File: src/rtl/uart_pkg.sv
// Shared types and constants for the memory-mapped UART transmitter.
// The optional parity stage is selected with the UART_PARITY_EN macro.
package uart_pkg;

    typedef enum logic [2:0] {
        IDLE,
        START,
        DATA,
        PARITY,
        STOP
    } tx_state_t;

    // Register offsets, selected by byte-address bits [3:2]
    localparam logic [1:0] REG_TXDATA = 2'd0;
    localparam logic [1:0] REG_STATUS = 2'd1;
    localparam logic [1:0] REG_DIV    = 2'd2;
    localparam logic [1:0] REG_LEVEL  = 2'd3;

    // STATUS bit positions
    localparam int ST_FULL  = 0;
    localparam int ST_EMPTY = 1;
    localparam int ST_BUSY  = 2;
    localparam int ST_OVF   = 3;

    // Assemble the STATUS read word
    function automatic logic [31:0] pack_status(input logic ovf, input logic busy,
                                                input logic empty, input logic full);
        logic [31:0] s;
        s = '0;
        s[ST_OVF]   = ovf;
        s[ST_BUSY]  = busy;
        s[ST_EMPTY] = empty;
        s[ST_FULL]  = full;
        return s;
    endfunction

endpackage

File: src/rtl/mmio_uart_tx_sync_fifo.sv
// Synchronous show-ahead FIFO used as the UART transmit queue.
// Pointers carry one extra wrap bit so full and empty are distinguishable.
module sync_fifo #(
    parameter int WIDTH = 8,
    parameter int DEPTH = 16
) (
    input  logic                     clk,
    input  logic                     reset,
    input  logic                     push,
    input  logic                     pop,
    input  logic [WIDTH-1:0]         din,
    output logic [WIDTH-1:0]         dout,
    output logic                     full,
    output logic                     empty,
    output logic [$clog2(DEPTH):0]   count
);
    localparam int AW    = $clog2(DEPTH);
    localparam int CNT_W = AW + 1;

    logic [WIDTH-1:0] mem [DEPTH];
    logic [AW:0]      wr_ptr_reg;
    logic [AW:0]      rd_ptr_reg;
    logic             wr_en;
    logic             rd_en;

    assign count = wr_ptr_reg - rd_ptr_reg;
    assign empty = (wr_ptr_reg == rd_ptr_reg);
    assign full  = (count == CNT_W'(DEPTH));
    assign rd_en = pop & ~empty;
    // A simultaneous pop frees a slot, so a push into a full FIFO is still taken
    assign wr_en = push & (~full | rd_en);
    assign dout  = mem[rd_ptr_reg[AW-1:0]];

    // Storage write port
    always_ff @(posedge clk) begin
        if (wr_en) begin
            mem[wr_ptr_reg[AW-1:0]] <= din;
        end
    end

    // Read and write pointers; power-of-two depth makes them wrap naturally
    always_ff @(posedge clk or posedge reset) begin
        if (reset) begin
            wr_ptr_reg <= '0;
            rd_ptr_reg <= '0;
        end else begin
            if (wr_en) wr_ptr_reg <= wr_ptr_reg + 1'b1;
            if (rd_en) rd_ptr_reg <= rd_ptr_reg + 1'b1;
        end
    end

endmodule

File: src/rtl/mmio_uart_tx.sv
// Memory-mapped UART transmitter: bus decode, registers and 8N1 serialiser.
// Defining UART_PARITY_EN inserts an even-parity bit (8E1 frames).
module mmio_uart_tx
    import uart_pkg::*;
#(
    parameter int          DEPTH     = 16,
    parameter logic [15:0] DIV_RESET = 16'd433,
    parameter int          ADDR_W    = 4
) (
    input  logic              clk,
    input  logic              reset,
    input  logic              sel,
    input  logic              we,
    input  logic [3:0]        byteEnable,
    input  logic [ADDR_W-1:0] a,
    input  logic [31:0]       wd,
    output logic [31:0]       rd,
    output logic              tx
);
    localparam int CNT_W = $clog2(DEPTH) + 1;

    logic [1:0]       reg_sel;
    logic             wr_cycle;
    logic             fifo_push;
    logic             fifo_pop;
    logic [7:0]       fifo_dout;
    logic             fifo_full;
    logic             fifo_empty;
    logic [CNT_W-1:0] fifo_count;
    logic [31:0]      rd_mux;
    logic             unused_bits;

    logic [15:0] div_reg;
    logic        ovf_reg;
    logic [31:0] rd_reg;

    tx_state_t   state_reg,   state_next;
    logic [15:0] cnt_reg,     cnt_next;
    logic [15:0] bit_div_reg, bit_div_next;
    logic [2:0]  bit_idx_reg, bit_idx_next;
    logic [7:0]  shift_reg,   shift_next;
    logic        tx_reg,      tx_next;
    logic        bit_end;
`ifdef UART_PARITY_EN
    logic        parity_reg,  parity_next;
`endif

    assign reg_sel     = a[3:2];
    assign wr_cycle    = sel & we;
    assign fifo_push   = wr_cycle & byteEnable[0] & (reg_sel == REG_TXDATA);
    assign bit_end     = (cnt_reg == bit_div_reg);
    assign rd          = rd_reg;
    assign tx          = tx_reg;
    assign unused_bits = ^{wd[31:16], a, byteEnable[3:2]};

    sync_fifo #(
        .WIDTH (8),
        .DEPTH (DEPTH)
    ) u_fifo (
        .clk   (clk),
        .reset (reset),
        .push  (fifo_push),
        .pop   (fifo_pop),
        .din   (wd[7:0]),
        .dout  (fifo_dout),
        .full  (fifo_full),
        .empty (fifo_empty),
        .count (fifo_count)
    );

    // Read data mux for the addressed register
    always_comb begin
        rd_mux = '0;
        case (reg_sel)
            REG_STATUS: rd_mux = pack_status(ovf_reg, state_reg != IDLE, fifo_empty, fifo_full);
            REG_DIV:    rd_mux = {16'b0, div_reg};
            REG_LEVEL:  rd_mux = {{(32 - CNT_W){1'b0}}, fifo_count};
            default:    rd_mux = '0;
        endcase
    end

    // Register file: divisor bytes, sticky overflow and registered read data
    always_ff @(posedge clk or posedge reset) begin
        if (reset) begin
            div_reg <= DIV_RESET;
            ovf_reg <= 1'b0;
            rd_reg  <= '0;
        end else begin
            if (wr_cycle && reg_sel == REG_DIV) begin
                if (byteEnable[0]) div_reg[7:0]  <= wd[7:0];
                if (byteEnable[1]) div_reg[15:8] <= wd[15:8];
            end
            // A dropped byte in the same cycle as a clear leaves the flag set
            if (fifo_push && fifo_full && !fifo_pop) begin
                ovf_reg <= 1'b1;
            end else if (wr_cycle && byteEnable[0] && reg_sel == REG_STATUS && wd[ST_OVF]) begin
                ovf_reg <= 1'b0;
            end
            if (sel && !we) begin
                rd_reg <= rd_mux;
            end
        end
    end

    // Serialiser state register
    always_ff @(posedge clk or posedge reset) begin
        if (reset) begin
            state_reg   <= IDLE;
            cnt_reg     <= '0;
            bit_div_reg <= DIV_RESET;
            bit_idx_reg <= '0;
            shift_reg   <= '0;
            tx_reg      <= 1'b1;
`ifdef UART_PARITY_EN
            parity_reg  <= 1'b0;
`endif
        end else begin
            state_reg   <= state_next;
            cnt_reg     <= cnt_next;
            bit_div_reg <= bit_div_next;
            bit_idx_reg <= bit_idx_next;
            shift_reg   <= shift_next;
            tx_reg      <= tx_next;
`ifdef UART_PARITY_EN
            parity_reg  <= parity_next;
`endif
        end
    end

    // Serialiser next state; tx is computed one cycle ahead so it leaves a flop
    always_comb begin
        state_next   = state_reg;
        cnt_next     = cnt_reg;
        bit_div_next = bit_div_reg;
        bit_idx_next = bit_idx_reg;
        shift_next   = shift_reg;
        tx_next      = tx_reg;
        fifo_pop     = 1'b0;
`ifdef UART_PARITY_EN
        parity_next  = parity_reg;
`endif
        // Bit timing; the period is re-sampled from div only at bit boundaries
        if (bit_end) begin
            cnt_next     = '0;
            bit_div_next = div_reg;
        end else begin
            cnt_next = cnt_reg + 16'd1;
        end
        case (state_reg)
            IDLE: begin
                tx_next  = 1'b1;
                cnt_next = '0;
            end
            START: begin
                if (bit_end) begin
                    state_next   = DATA;
                    bit_idx_next = '0;
                    tx_next      = shift_reg[0];
                end
            end
            DATA: begin
                if (bit_end) begin
                    if (bit_idx_reg == 3'd7) begin
`ifdef UART_PARITY_EN
                        state_next = PARITY;
                        tx_next    = parity_reg;
`else
                        state_next = STOP;
                        tx_next    = 1'b1;
`endif
                    end else begin
                        shift_next   = {1'b0, shift_reg[7:1]};
                        bit_idx_next = bit_idx_reg + 3'd1;
                        tx_next      = shift_reg[1];
                    end
                end
            end
`ifdef UART_PARITY_EN
            PARITY: begin
                if (bit_end) begin
                    state_next = STOP;
                    tx_next    = 1'b1;
                end
            end
`endif
            STOP: begin
                if (bit_end) begin
                    state_next = IDLE;
                    tx_next    = 1'b1;
                end
            end
            default: begin
                state_next = IDLE;
                tx_next    = 1'b1;
            end
        endcase
        // Load the next byte from IDLE, or straight out of STOP with no idle gap
        if ((state_reg == IDLE || (state_reg == STOP && bit_end)) && !fifo_empty) begin
            fifo_pop     = 1'b1;
            shift_next   = fifo_dout;
            state_next   = START;
            tx_next      = 1'b0;
            cnt_next     = '0;
            bit_div_next = div_reg;
`ifdef UART_PARITY_EN
            parity_next  = ^fifo_dout;
`endif
        end
    end

endmodule
File: config.mk
export PLATFORM = sky130hd
export DESIGN_NAME = mmio_uart_tx
export DESIGN_NICKNAME = d
export VERILOG_FILES = /design/src/rtl/uart_pkg.sv /design/src/rtl/mmio_uart_tx_sync_fifo.sv /design/src/rtl/mmio_uart_tx.sv
export SDC_FILE = /design/constraint.sdc
export NUM_CORES = 1
export LEC_CHECK = 0
export CORE_MARGIN = 8
export CORE_UTILIZATION = 54
export CTS_BUF_LIST = sky130_fd_sc_hd__clkbuf_4 sky130_fd_sc_hd__clkbuf_8
export DETAILED_ROUTE_END_ITERATION = 12
export PLACE_DENSITY = 0.86
export SETUP_SLACK_MARGIN = 0.3
export SYNTH_ARGS = -nofsm -noshare
export SYNTH_HDL_FRONTEND = slang
export SYNTH_HIERARCHICAL = 1
export SYNTH_SLANG_ARGS = --single-unit
File: constraint.sdc
create_clock -name clk -period 3.8 [get_ports clk]
set_input_delay 1.14 -clock clk [delete_from_list [all_inputs] [get_ports clk]]
set_output_delay 1.14 -clock clk [all_outputs]
set_load 0.1 [all_outputs]
After elaboration in Yosys (flattened, before gate mapping)
Memory sizes are Yosys's and may differ from the RTL's. Cells that the tools add are included.

Input port bits: 44. RAM bits: 128. Bits in registers: 106. Memories kept: 1. Output and inout bits: 33.

Memory list: u_fifo.mem (depth 16, width 8, read ports 1, clocked after memory_dff 0, write ports 1, line mmio_uart_tx_sync_fifo.sv:20) `logic [WIDTH-1:0] mem [DEPTH];`.

Multiplexer cells: 30. Bitwise gates (word level): 8. Equal/unequal tests: 19. Reductions and logical operators: 26. Add/sub/neg operators: 5.

Operator list (count): $mux W16 (5); $pmux W16 S3 (1); $mux W8 (4); $mux W3 (7); $add A16 B1 Y16 const B (1); $eq A16 B16 Y1 (1); $pmux W3 S4 (1); $add A5 B1 Y5 const B (2); $mux W1 (10); $logic_and A1 B1 Y1 (9); $ne A3 B3 Y1 const B (3); $reduce_bool A2 Y1 (4); $eq A3 B3 Y1 const B (2); $ne A2 B2 Y1 const B (3); $pmux W3 S2 (1); $reduce_and A3 Y1 (2); $and A1 B1 Y1 (5); $eq A5 B5 Y1 (1); $eq A5 B5 Y1 const B (1); $reduce_and A5 Y1 (1); $sub A5 B5 Y5 (1); $eq A2 B2 Y1 const B (2); $ne A2 B1 Y1 const B (2); $reduce_and A2 Y1 (2); other kinds (14) (17).

Longest topological paths before layout
Depth in word-level cells: 10. Depth in mapped cells: 13. Depth with buffers taken out: 10.

Hierarchy
The synthesis kept the hierarchy.

Modules (own cells, without submodules): sync_fifo (area each 5730.5 µm², seq. area each 4093.9 µm², cells each 310, instances 1); mmio_uart_tx (area each 3787.4 µm², seq. area each 2015.7 µm², cells each 326, instances 1).

Worst setup path before layout
Ideal clock, no wire load.

Path kind: register -> register. Start point: register u_fifo.rd_ptr_reg[2]. End point: memory u_fifo.mem[0][0] (enable). Required time: 3.417 ns. Data arrival time: 3.218 ns. Setup slack: 0.198 ns. Buffers on the path: 4. Library setup time: 0.383 ns. Stages on the path, launching flop included: 14. Cell sequence: dfrtp_1 > buf_2 > buf_2 > clkinv_1 > ha_1 > nand4_1 > nor2_2 > nor3_1 > and2_1 > buf_2 > nor2b_4 > buf_6 > o211ai_2 > nor3_1.

Longest elaborated chain between the ends: 9. Elaborated cells between the ends (all ways): 13. Classes of those cells: 1 x add/sub; 2 x eq/ne; 3 x mux; 5 x bitwise; 2 x reduce/logical.

RTL lines: start: declaration (line mmio_uart_tx_sync_fifo.sv:22) `logic [AW:0] rd_ptr_reg;`; start signal: assignment (line mmio_uart_tx_sync_fifo.sv:48) `if (rd_en) rd_ptr_reg <= rd_ptr_reg + 1'b1;`; $eq A5 B5 Y1 (line mmio_uart_tx_sync_fifo.sv:27) `assign empty = (wr_ptr_reg == rd_ptr_reg);`; named net fifo_empty (line mmio_uart_tx.sv:28) `logic fifo_empty;`; $logic_not A1 Y1 (line mmio_uart_tx.sv:198) `if ((state_reg == IDLE || (state_reg == STOP && bit_end)) && !fifo_empty) begin`; $logic_and A1 B1 Y1 (line mmio_uart_tx.sv:198); $mux W1 (line mmio_uart_tx.sv:198); named net fifo_pop (line mmio_uart_tx.sv:25) `logic fifo_pop;`; $and A1 B1 Y1 (line mmio_uart_tx_sync_fifo.sv:29) `assign rd_en = pop & ~empty;`; $or A1 B1 Y1 (line mmio_uart_tx_sync_fifo.sv:31) `assign wr_en = push & (~full | rd_en);`; $and A1 B1 Y1 (line mmio_uart_tx_sync_fifo.sv:31); $mux W1 (line mmio_uart_tx_sync_fifo.sv:36) `if (wr_en) begin`; $mux W1 (implied by the code) (line mmio_uart_tx_sync_fifo.sv:37) `mem[wr_ptr_reg[AW-1:0]] <= din;`; end: declaration (line mmio_uart_tx_sync_fifo.sv:20).

The timed path passes the listed nets, and every way through them passes these cells.

Final worst setup path
Start point: register u_fifo.rd_ptr_reg[2]. End point: memory u_fifo.mem[13][6] (enable).

Longest elaborated chain between the ends: 9. Elaborated cells between the ends (all ways): 13. Classes of those cells: 1 x add/sub; 2 x eq/ne; 3 x mux; 5 x bitwise; 2 x reduce/logical.

RTL lines (line): $eq A5 B5 Y1 (*) (mmio_uart_tx_sync_fifo.sv:27); named net fifo_empty (mmio_uart_tx.sv:28); $logic_not A1 Y1 (mmio_uart_tx.sv:198); $logic_and A1 B1 Y1 (mmio_uart_tx.sv:198); $mux W1 (mmio_uart_tx.sv:198); $and A1 B1 Y1 (*) (mmio_uart_tx_sync_fifo.sv:29); $or A1 B1 Y1 (*) (mmio_uart_tx_sync_fifo.sv:31); $and A1 B1 Y1 (*) (mmio_uart_tx_sync_fifo.sv:31); $mux W1 (*) (mmio_uart_tx_sync_fifo.sv:36); $mux W1 (implied by the code) (*) (mmio_uart_tx_sync_fifo.sv:37).

Mark *: on every way through the listed nets, which the timed path passes. The rest lies on a longest branch.

==> flow_metrics.py <==
metrics = {
    "place": {
        "dp_slack_ps": 459,
        "portBuffers": 40,
        "dpl.hpwl_um": 13700,
        "gp_congestion": 0.826,
    },
    "power": {
        "p_per_area_nw_per_um2": 726,
        "leakage_uw": 0.00417,
        "max-vdd-ir-drop_mv": 0.436,
    },
    "floorplanning": {
        "core-area_um2": 17300,
        "rows": 48,
        "die_area_um2": 22100,
        "die_h_um": 149,
        "num_io_pins": 77,
        "die_width_um": 149,
        "initial_utilization_pct": 55.0,
    },
    "routing": {
        "via_per_inst": 5.85,
        "num_vias": 5650,
        "drt-pass1-iter-count": 5,
        "wl_per_cell_um": 21.2,
        "postRouteAntennaNets": 0,
        "drt-total-wl_um": 20500,
        "drc": 0,
        "drtIter0Drc": 480,
    },
    "global_route": {
        "grt_overflow_total": 0,
        "grt_pass1_wl_um": 32400,
        "grt_max_degree": 55,
        "grt_usage_pct": 18.8,
        "grt_pass1_vias": 5960,
        "grt_antenna_before_repair": 0,
    },
    "worst_setup_path": {
        "critical_path_class": "reg2reg",
        "worstPathMaxFanout": 12,
        "arrival_ps": 3460,
        "r2r-start": "u_fifo/rd_ptr_reg[2]",
        "end_kind": "register",
        "startpoint": "u_fifo/rd_ptr_reg[2]",
        "critPathRequiredTime_ps": 4020,
        "start_kind": "register",
    },
    "logic_synthesis": {
        "yosysSeqAreaShare_pct": 64.2,
        "syn_avg_cell_area_um2": 15.0,
        "synth_ff_type": "edfxtp_1",
        "synth_compound_area_share_pct": 6.11,
        "ys_warn_count": 6,
        "synthTopCellsByArea": "edfxtp_1, dfrtp_1, mux4_2",
        "synth-simple-area-share_pct": 8.53,
        "yosysTopAreaCellShare_pct": 40.4,
        "synth_top_family_by_area": "multiplexers",
        "ys_ff_latch": 218,
        "yosysTopAreaCell": "edfxtp_1",
        "synth_edf_count": 128,
        "synth_cell_types": 60,
        "synthesis.area_um2": 9520,
        "synth_fa_ha_area_share_pct": 1.79,
        "async_flop_share_pct": 41.3,
        "syn_inst": 636,
        "synthXorXnorAreaFrac_pct": 3.68,
        "synthMuxAreaShare_pct": 12.1,
    },
    "clock_network": {
        "clkSinkCount": 218,
        "htreeDepth": 2,
        "clock_path_buffers": 3,
        "clock_latency_ps": 530,
        "cts_hold_buf": 0,
        "cts_made_buffers": 37,
        "root_buffer": "clkbuf_8",
        "tritoncts": "yes",
        "clkTransAtPathRegs_ps": 60,
    },
    "timing": {
        "layout_min_cycle_time_ps": 3240,
        "fin_skew_ps": 26.2,
        "hold_viol_final": 0,
        "finalCritPeriodShare_pct": 85.2,
        "drv_slew": 0,
        "setup-violations-final": 0,
        "setup_slack_ps": 561,
        "relSlewSlack_pct": 35.2,
        "rsz0062_at_grt": "false",
        "timing.fmax_ghz": 0.309,
        "worst_pin_slew_ps": 971,
        "fin_setup_tns_ps": 0,
    },
    "layout": {
        "largest_register_ffs": 128,
        "multiInputGateArea_um2": 3140,
        "ff_latch_area_um2": 6110,
        "fillers": 1198,
        "antenna_cells": 0,
        "drive_above_1_share_pct": 28.6,
        "area_growth_syn_to_layout_pct": 14.6,
        "fin_nets": 769,
    },
    "outcome": {
        "status": "finished clean",
    },
    "hold_path": {
        "hp-class": "reg2reg",
        "worstHoldStart": "rd[2]",
    },
    "run": {
        "max_cap_violations": 0,
    },
}
## cell families (layout without fill, tap and decap cells)
kind of cell / Yosys count / after routing
AOI/OAI and AO/OA: 71 / 71
xor gates and xnor gates: 40 / 40
adders and majority gates: 13 / 13
buffers and inverters: 60 / 150
DFF: 218 / 218
muxes: 70 / 70
other: 1 / 16
and+or+nand+nor: 163 / 163
## report_power, final
group / internal, uW / total [uW] / switching (uW)
combinational: 1100 / 2700 / 1600
sequential: 2830 / 3110 / 277
clock: 1170 / 2110 / 935
## final timing paths
path                       slack (ps)  cells after the start                    to
max in group asynchronous        1920                      3            div_reg[8]
max                               560                     11     u_fifo/mem[13][6]
min                               490                      2                 rd[2]
min reg2reg                       490                      2                 rd[2]
min in group asynchronous        1060                      2  u_fifo/rd_ptr_reg[2]
max reg2reg                       560                     11     u_fifo/mem[13][6]
## critical path: stages, from the launching register on
cell	delay, ps
dfrtp_1	370
clkinv_1	280
ha_1	470
nand4_1	140
nor2_2	60
nor3_1	330
and2_1	230
nor2b_4	190
buf_4	230
o211ai_1	210
nor2_1	190
buf_4	210
## stage by stage
stage | area, um^2 | hold WS, ps | std cells | power, uW | utilization (%)
after floorplan | 9580 | 465 | 651 | 5190 | -
after global placement | 10100 | 477 | 898 | 5660 | 58.7
after detailed placement | 10100 | 476 | 898 | 5810 | 58.7
after CTS | 10900 | 490 | 966 | 7940 | 63.0
after global routing | 10900 | 521 | 966 | 8270 | 63.1
final | 10900 | 489 | 966 | 7910 | 63.1
## synth_stat cells, drive strengths merged, types with 2 or more instances
| master | count |
|---|---|
| a21o | 3 |
| a21oi | 5 |
| a221o | 7 |
| a22o | 13 |
| a22oi | 5 |
| a31oi | 8 |
| and2 | 2 |
| and3 | 18 |
| buf | 31 |
| clkbuf | 11 |
| clkinv | 2 |
| dfrtp | 79 |
| dfstp | 11 |
| edfxtp | 128 |
| ha | 12 |
| inv | 16 |
| mux2 | 38 |
| mux4 | 32 |
| nand2 | 50 |
| nand2b | 5 |
| nand3 | 13 |
| nand4 | 11 |
| nor2 | 39 |
| nor2b | 5 |
| nor3 | 11 |
| nor4 | 2 |
| o2111ai | 2 |
| o211ai | 6 |
| o21ai | 15 |
| or2 | 2 |
| or3 | 2 |
| xnor2 | 34 |
| xor2 | 6 |
## layout by cell type (no fill, tap or decap), types with 3 or more instances in the layout
master,count
mux4_2,32
a22o_1,13
inv_1,15
o211ai_2,3
clkdlybuf4s50_1,23
dfstp_2,11
a221o_1,7
nor3_2,4
o211ai_1,3
a22oi_1,5
xor2_1,6
clkinv_1,4
a31oi_1,8
clkbuf_4,13
a21oi_1,4
mux2_2,35
nand4_1,10
edfxtp_1,128
xnor2_1,34
ha_1,12
clkbuf_8,43
conb_1,16
nand3_1,13
and3_1,18
nand2_1,50
clkinv_2,7
nand2b_1,5
nor2_1,38
buf_4,40
nor3_1,7
dfrtp_1,77
nor2b_1,4
o21ai_0,14
## routing by layer
metal	vias up	GRT usage [%]	share of wire, %
met4	0	7.98	3.0
met2	196	31.6	51
met3	54	3.55	5.6
met5	-	0	0
li1	2505	-	-
met1	2895	23.6	40
## layout make-up
type	instances	share of cell area, %
flip-flops and latches	218	56.0
multi-input cells	373	28.8
clock buffers	56	6.32
repair buffers	64	5.05
well taps	225	2.58
clock inverters	12	0.631
inverters	18	0.619
## timing repair
action,4_1_cts,5_1_grt
endpoints found under the setup margin,0,7
buffers inserted,0,0
resized for setup,0,1
(Power assumes the default switching activity.)
